<file path="config.mk">
export PLATFORM = sky130hd
export DESIGN_NAME = seq_mult_32
export DESIGN_NICKNAME = d
export VERILOG_FILES = /design/src/rtl/seq_mult_32_pkg.sv /design/src/rtl/TWOSCOMP32.sv /design/src/rtl/TWOSCOMP64.sv /design/src/rtl/mult_step.sv /design/src/rtl/seq_mult_32.sv
export SDC_FILE = /design/constraint.sdc
export NUM_CORES = 1
export LEC_CHECK = 0
export ABC_AREA = 1
export CELL_PAD_IN_SITES_DETAIL_PLACEMENT = 1
export CELL_PAD_IN_SITES_GLOBAL_PLACEMENT = 2
export CORE_MARGIN = 8
export CORE_UTILIZATION = 33
export DETAILED_ROUTE_END_ITERATION = 10
export PLACE_DENSITY_LB_ADDON = 0.1
export SYNTH_ARGS = -nofsm -noshare
export SYNTH_HDL_FRONTEND = slang
export SYNTH_HIERARCHICAL = 1
export SYNTH_SLANG_ARGS = --single-unit
</file>
<file path="constraint.sdc">
create_clock -name CLK -period 3.25 [get_ports CLK]
set_input_delay 0.4875 -clock CLK [delete_from_list [all_inputs] [get_ports CLK]]
set_output_delay 0.4875 -clock CLK [all_outputs]
set_load 0.01 [all_outputs]
</file>
<file path="src/rtl/seq_mult_32_pkg.sv">
// Shared constants and FSM encoding for the 32x32 signed shift-add multiplier.
package seq_mult_32_pkg;

   localparam int DATA_W = 32;
   localparam int PROD_W = 2 * DATA_W;
   localparam int ITERS  = 32;
   localparam int CNT_W  = $clog2(ITERS);

   typedef enum logic [1:0] {
      ST_IDLE = 2'd0,
      ST_RUN  = 2'd1,
      ST_FIX  = 2'd2,
      ST_DONE = 2'd3
   } state_e;

endpackage

</file>
<file path="src/rtl/TWOSCOMP32.sv">
// 32-bit two's-complement negation cell.
module TWOSCOMP32 (
   input  logic [31:0] a,
   output logic [31:0] y
);

   assign y = ~a + 32'd1;

endmodule

</file>
<file path="src/rtl/TWOSCOMP64.sv">
// 64-bit two's-complement negation cell.
module TWOSCOMP64 (
   input  logic [63:0] a,
   output logic [63:0] y
);

   assign y = ~a + 64'd1;

endmodule

</file>
<file path="src/rtl/mult_step.sv">
// One shift-add iteration: conditionally add the multiplicand into the upper
// accumulator half, then shift {carry, accumulator} right by one.
module mult_step
   import seq_mult_32_pkg::*;
(
   input  logic [PROD_W-1:0] acc_i,
   input  logic [DATA_W-1:0] mcand_i,
   input  logic              mbit_i,
   output logic [PROD_W-1:0] acc_o
);

   logic [DATA_W:0] sum;
   logic            unused_lsb;

   assign sum        = {1'b0, acc_i[PROD_W-1:DATA_W]} + (mbit_i ? {1'b0, mcand_i} : '0);
   assign acc_o      = {sum, acc_i[DATA_W-1:1]};
   // The accumulator LSB falls off the end of the shift.
   assign unused_lsb = acc_i[0];

endmodule

</file>
<file path="src/rtl/seq_mult_32.sv">
// Sequential signed 32x32 -> 64 multiplier: magnitudes are multiplied over
// 32 shift-add cycles, then the sign is applied in a single fix-up cycle.
module seq_mult_32
   import seq_mult_32_pkg::*;
#(
   parameter int DATA_W = seq_mult_32_pkg::DATA_W
) (
   input  logic              CLK,
   input  logic              RESET,
   input  logic              START,
   input  logic [DATA_W-1:0] A,
   input  logic [DATA_W-1:0] B,
   output logic [DATA_W-1:0] HI,
   output logic [DATA_W-1:0] LO,
   output logic              BUSY,
   output logic              DONE
);

   state_e              state_q, state_d;
   logic [DATA_W-1:0]   mcand_q, mcand_d;
   logic [DATA_W-1:0]   mplier_q, mplier_d;
   logic                sign_q, sign_d;
   logic [PROD_W-1:0]   acc_q, acc_d;
   logic [CNT_W-1:0]    cnt_q, cnt_d;
   logic [DATA_W-1:0]   hi_q, hi_d;
   logic [DATA_W-1:0]   lo_q, lo_d;
   logic                busy_q, busy_d;
   logic                done_q, done_d;

   logic [DATA_W-1:0]   a_neg, b_neg, a_mag, b_mag;
   logic [PROD_W-1:0]   acc_step, acc_neg;

   // 0x80000000 negates to itself, which read unsigned is the correct 2^31.
   TWOSCOMP32 u_neg_a (.a(A), .y(a_neg));
   TWOSCOMP32 u_neg_b (.a(B), .y(b_neg));
   TWOSCOMP64 u_neg_p (.a(acc_q), .y(acc_neg));

   assign a_mag = A[DATA_W-1] ? a_neg : A;
   assign b_mag = B[DATA_W-1] ? b_neg : B;

   mult_step u_step (
      .acc_i   (acc_q),
      .mcand_i (mcand_q),
      .mbit_i  (mplier_q[0]),
      .acc_o   (acc_step)
   );

   always_comb begin
      // NOTE: every _d gets a hold default first so no path through the case infers a latch.
      state_d  = state_q;
      mcand_d  = mcand_q;
      mplier_d = mplier_q;
      sign_d   = sign_q;
      acc_d    = acc_q;
      cnt_d    = cnt_q;
      hi_d     = hi_q;
      lo_d     = lo_q;
      unique case (state_q)
         ST_IDLE: if (START) begin
            mcand_d  = a_mag;
            mplier_d = b_mag;
            sign_d   = A[DATA_W-1] ^ B[DATA_W-1];
            acc_d    = '0;
            cnt_d    = '0;
            state_d  = ST_RUN;
         end
         ST_RUN: begin
            acc_d    = acc_step;
            mplier_d = mplier_q >> 1;
            cnt_d    = cnt_q + CNT_W'(1);
            if (cnt_q == CNT_W'(ITERS - 1)) state_d = ST_FIX;
         end
         ST_FIX: begin
            {hi_d, lo_d} = sign_q ? acc_neg : acc_q;
            state_d      = ST_DONE;
         end
         ST_DONE: state_d = ST_IDLE;
         default: state_d = ST_IDLE;
      endcase
      // Status outputs are registered from the next state so they line up with it.
      busy_d = (state_d == ST_RUN) || (state_d == ST_FIX);
      done_d = (state_d == ST_DONE);
   end

   // NOTE: sequential state uses non-blocking assignments so every flop samples pre-edge values.
   always_ff @(posedge CLK) begin
      if (RESET) begin
         state_q  <= ST_IDLE;
         mcand_q  <= '0;
         mplier_q <= '0;
         sign_q   <= 1'b0;
         acc_q    <= '0;
         cnt_q    <= '0;
         hi_q     <= '0;
         lo_q     <= '0;
         busy_q   <= 1'b0;
         done_q   <= 1'b0;
      end else begin
         state_q  <= state_d;
         mcand_q  <= mcand_d;
         mplier_q <= mplier_d;
         sign_q   <= sign_d;
         acc_q    <= acc_d;
         cnt_q    <= cnt_d;
         hi_q     <= hi_d;
         lo_q     <= lo_d;
         busy_q   <= busy_d;
         done_q   <= done_d;
      end
   end

   assign HI   = hi_q;
   assign LO   = lo_q;
   assign BUSY = busy_q;
   assign DONE = done_q;

endmodule

</file>
# Word-level counts from Yosys, hierarchy flattened
# Cells that the tools add are included.
# op_classes
shifts	0
div	0
addsub	5
eq_ne	8
mux	13
order_cmp	0
n_reduce_logical	5
bitwise	4
multipliers	0
# op_table
op	n
$mux 32	4
$mux 64	2
$pmux 64 s2	1
$add 32x1->32 const B	2
$add 64x1->64 const B	1
$not 32->32	2
$not 64->64	1
$pmux 32 s2	1
$add 32x33->33	1
$pmux 5 s2	1
$eq 2x2->1 const B	4
$pmux 2 s4	1
$add 5x1->5 const B	1
$eq 5x5->1 const B	1
$mux 5	1
$eq 2x1->1 const B	2
$mux 2	2
$reduce_and 2->1	2
$logic_not 2->1	1
$ne 2x2->1 const B	1
$reduce_bool 2->1	1
$logic_or 1x1->1	1
$xor 1x1->1	1
# word_totals
memories	0
reg_bits	202
mem_bits_ro	0
latchBits	0
elab_cells	45
mem_bits_rw	0
out_inout_bits	66

# Logic depth before layout (Yosys ltp)
# depth
depth_word	5
ltp_mapped	16

# Cells and area by module
# Netlist, hierarchy kept.
# modules_own_cells
mod	n_inst	cells_per_inst	seq_area_each_um2	area_each_um2
seq_mult_32	1	1282	4043.9	8664.6
mult_step	1	603	0.0	2870.3
TWOSCOMP64	1	468	0.0	2194.6
TWOSCOMP32	2	187	0.0	909.6

# Least setup slack after synthesis
# Ideal clock, no wire load.
# synth_path
kind	register -> register
from	register mplier_q[0]
to	register acc_q[60]
stages_incl_launch_ff	16
slack_ns	1.239
arrival_time_ns	1.879
required_ns	3.118
setup_time_ns	0.132
period_less_slack_ns	2.011
cell_sequence	dfxtp_1 > clkbuf_1 > nand2_1 > inv_1 > ha_1 > or2_1 > nand3_1 > nand2_1 > nand2_1 > nand2_1 > nand2_1 > nand2_1 > nand2_1 > nand2_1 > nand2_1 > a21oi_1
# synth_between
elab_chain_cells	3
# synth_rtl
item	line_no	source
start: declaration	seq_mult_32.sv:21	logic [DATA_W-1:0] mplier_q, mplier_d;
start signal: assignment	seq_mult_32.sv:101	mplier_q <= mplier_d;
$mux 32	mult_step.sv:15	assign sum = {1'b0, acc_i[PROD_W-1:DATA_W]} + (mbit_i ? {1'b0, mcand_i} : '0);
$add 32x33->33	mult_step.sv:15	
net acc_step[60]	seq_mult_32.sv:31	logic [PROD_W-1:0] acc_step, acc_neg;
$pmux 64 s2	seq_mult_32.sv:58	unique case (state_q)
end signal: assignment	seq_mult_32.sv:92	acc_q <= '0;
end signal: assignment	seq_mult_32.sv:103	acc_q <= acc_d;
end: declaration	seq_mult_32.sv:23	logic [PROD_W-1:0] acc_q, acc_d;
# The timed path passes the listed nets, and every way through them passes these cells.
# A chain may end at the register's enable or synchronous reset.

# Final worst setup path
# layout_path
from	register mplier_q[0]
to	register acc_q[57]
# The elaborated chain is that of the path after synthesis.

==> results.py <==
metrics = {
    "placement": {
        "gp_congestion": 0.887,
        "dp_hpwl_mm": 46.5,
        "port-buffer-count": 132,
    },
    "synthesis": {
        "ys_seq_elements": 202,
        "syn_avg_cell_area_sq_um": 5.70,
        "synth_edf_count": 0,
        "postSynthCellCount": 2727,
        "synth_cell_types": 33,
        "synth.area.top_cells": "dfxtp_1, nand2_1, a21oi_1",
        "yosysTopAreaCell": "dfxtp_1",
        "mappedNetlistArea_sq_um": 15500,
        "yosysWarnings": 6,
        "yosysMostFrequentCell": "nand2_1",
        "syn_nets": 2832,
        "synth_top_cells_by_count": "nand2_1, nor2_1, inv_1",
        "synth_top_area_share_pct": 26.0,
        "ys_async_sr_fraction_pct": 0,
        "yosysSeqAreaShare_pct": 26.0,
        "synth-main-ff-cell": "dfxtp_1",
    },
    "layout": {
        "nets": 2884,
        "syn_to_final_growth_pct": 16.7,
        "seq_area_sq_um": 4050,
        "final_layout_size_suffix_gt1_share_pct": 5.75,
        "antenna_cells": 0,
        "multi_input_area_sq_um": 9680,
        "fill_cells": 6357,
    },
    "timing": {
        "rsz0062_at_grt": "no",
        "relSlewSlack_pct": 34.9,
        "setup_viol": 0,
        "setup_tns_ns": 0,
        "post-route-period-util_pct": 86.7,
        "finalHoldViolations": 0,
        "layout_min_cycle_time_ns": 2.82,
        "finClkSkew_ns": 0.0320,
        "slew_viol_final": 0,
        "worst_slew_pin_slew_ns": 0.977,
        "max_freq_mhz": 355,
    },
    "worst_setup_path": {
        "crit_chain": "buf_4, nand2_1, inv_1, ha_1, nand2_1, inv_1, a21oi_1, inv_1, a21oi_1, nand3_1, nand2_1, nand2_1, nand2_1, a21oi_1",
        "reg2reg_from": "mplier_q[0]",
        "critPathRequiredTime_ns": 3.63,
        "cp_max_fo": 17,
        "cp.arrival_ns": 3.20,
        "r2r_slack_ns": 0.43,
        "slowest_delay_ns": 0.75,
        "crit_top_cell": "nand2_1",
        "critPathKind": "reg -> reg",
        "crit_path_top_delay_cell": "dfxtp_1",
        "r2r_end": "acc_q[57]",
        "cp-startpoint": "mplier_q[0]",
        "reg2reg_depth": 14,
        "start_kind": "flip-flop",
        "worst_setup_path_end_kind": "flip-flop",
    },
    "clocking": {
        "root_buffer": "clkbuf_16",
        "clock_sinks": 202,
        "post-cts-setup-buffer-count": 0,
        "clk_pin_slew_ns": 0.06,
        "cts-buffers-inserted": 26,
        "cts_tree": "yes",
        "htreeDepth": 1,
        "cts_hold_buf": 0,
        "clk_latency_ns": 0.57,
        "cts_max_path_buffers": 3,
        "cts_resized": 0,
    },
    "hold_path": {
        "holdCritPathClass": "in -> reg",
        "min_delay_path_depth": 2,
        "min_to": "BUSY",
        "worstHoldStart": "RESET",
    },
    "floorplan": {
        "initial_utilization_pct": 33.4,
        "die_area_sq_um": 54300,
        "die_h_um": 233,
        "coreArea_sq_um": 46600,
        "chipWidth_um": 233,
        "rows": 79,
        "pin_count": 133,
    },
    "power": {
        "total_power_mw": 6.47,
        "ir_worst_vdd_mv": 0.425,
        "power.leakage_nw": 9.27,
        "power_density_nw_per_um2": 357,
    },
    "detailed_routing": {
        "viasPerCell": 4.94,
        "dr.pass1.iters": 5,
        "initialDrtViolationCount": 947,
        "drc": 0,
        "drt-total-wl_mm": 60.6,
        "ant_nets": 0,
        "vias": 16800,
        "detail_route.wl_per_cell_um": 17.8,
    },
    "status": {
        "status": "completed",
    },
    "global_routing": {
        "antenna_found_initial": 0,
        "grt.total_usage_pct": 21.8,
        "grt_max_degree": 80,
        "grt_pass1_wl_mm": 95.5,
        "grt_pass1_vias": 17000,
        "overflow": 0,
    },
    "flow_run": {
        "drv_cap": 0,
    },
}
[power breakdown]
| group | leakage [nW] | switching (mW) | internal [mW] | total, mW |
|---|---|---|---|---|
| clock network | 0.451 | 1.22 | 1.89 | 3.11 |
| logic | 7.18 | 0.515 | 0.265 | 0.781 |
| registers | 1.64 | 0.0486 | 2.53 | 2.58 |
[metrics by stage]
stage / cells / util (%) / hold WS (ns) / setup slack, ns / area, sq um
global placement: 3358 / 37.0 / 0.452 / 0.480 / 17200
detailed placement: 3358 / 37.0 / 0.462 / 0.429 / 17200
global route: 3406 / 39.0 / 0.373 / 0.130 / 18100
CTS: 3406 / 39.0 / 0.362 / 0.423 / 18100
finish: 3406 / 39.0 / 0.382 / 0.431 / 18100
floorplan: 2727 / - / 0.439 / 1.24 / 15500
[worst max-delay path, delay by kind of cell (launching register included)]
family,cells,cell delay [ns]
buffers and inverters,4,0.53
and+or+nand+nor,6,0.53
DFF,1,0.75
AOI/OAI and AO/OA,3,0.56
adders and majority gates,1,0.30
[logic make-up after synthesis]
| family | Yosys count | share of synthesized area (%) |
|---|---|---|
| adders and majority gates | 38 | 3.11 |
| and+or+nand+nor | 1587 | 42.1 |
| AOI/OAI and AO/OA | 380 | 12.6 |
| xor gates and xnor gates | 77 | 4.34 |
| buffers and inverters | 443 | 11.9 |
| DFF | 202 | 26.0 |
[layout make-up]
| type | instances | area share [%] |
|---|---|---|
| Clock buffer | 37 | 4.26 |
| Clock inverter | 11 | 0.793 |
| Timing Repair Buffer | 157 | 8.75 |
| Inverter | 310 | 6.41 |
| Tap cell | 607 | 4.18 |
| Sequential cell | 202 | 22.3 |
| Multi-Input combinational cell | 2082 | 53.3 |
[how the worst max path moves through the flow]
stage           endpoint  slack (ns)  cells past startpoint
6_report       acc_q[57]        0.43                     14
5_1_grt        acc_q[61]        0.13                     14
4_1_cts        acc_q[57]        0.42                     14
3_5_place_dp   acc_q[57]        0.43                     14
3_3_place_gp   acc_q[48]        0.48                     14
2_1_floorplan  acc_q[60]        1.24                     15
[sequential cells by signal, indices dropped and copies added, names as in the netlist]
signal,count
acc_q,64
HI,32
LO,32
mcand_q,32
mplier_q,32
cnt_q,5
state_q,2
BUSY,1
DONE,1
sign_q,1
[layout by cell type, fill, tap and decap left out, types with 37 or more instances in the layout]
cell type	n
xor2_1	49
a21oi_1	252
nand2_1	1058
o21ai_0	98
dfxtp_1	201
nor2_1	303
clkdlybuf4s50_1	130
inv_1	302
nand3_1	119
ha_1	37
[layer usage]
metal	share of wire, %	vias up	track usage, %
li1	-	8509	-
met1	50	7952	30.7
met2	43	274	34.5
met3	3.7	88	2.77
met4	3.1	0	6.43
met5	0	-	0
(Power assumes the default switching activity.)
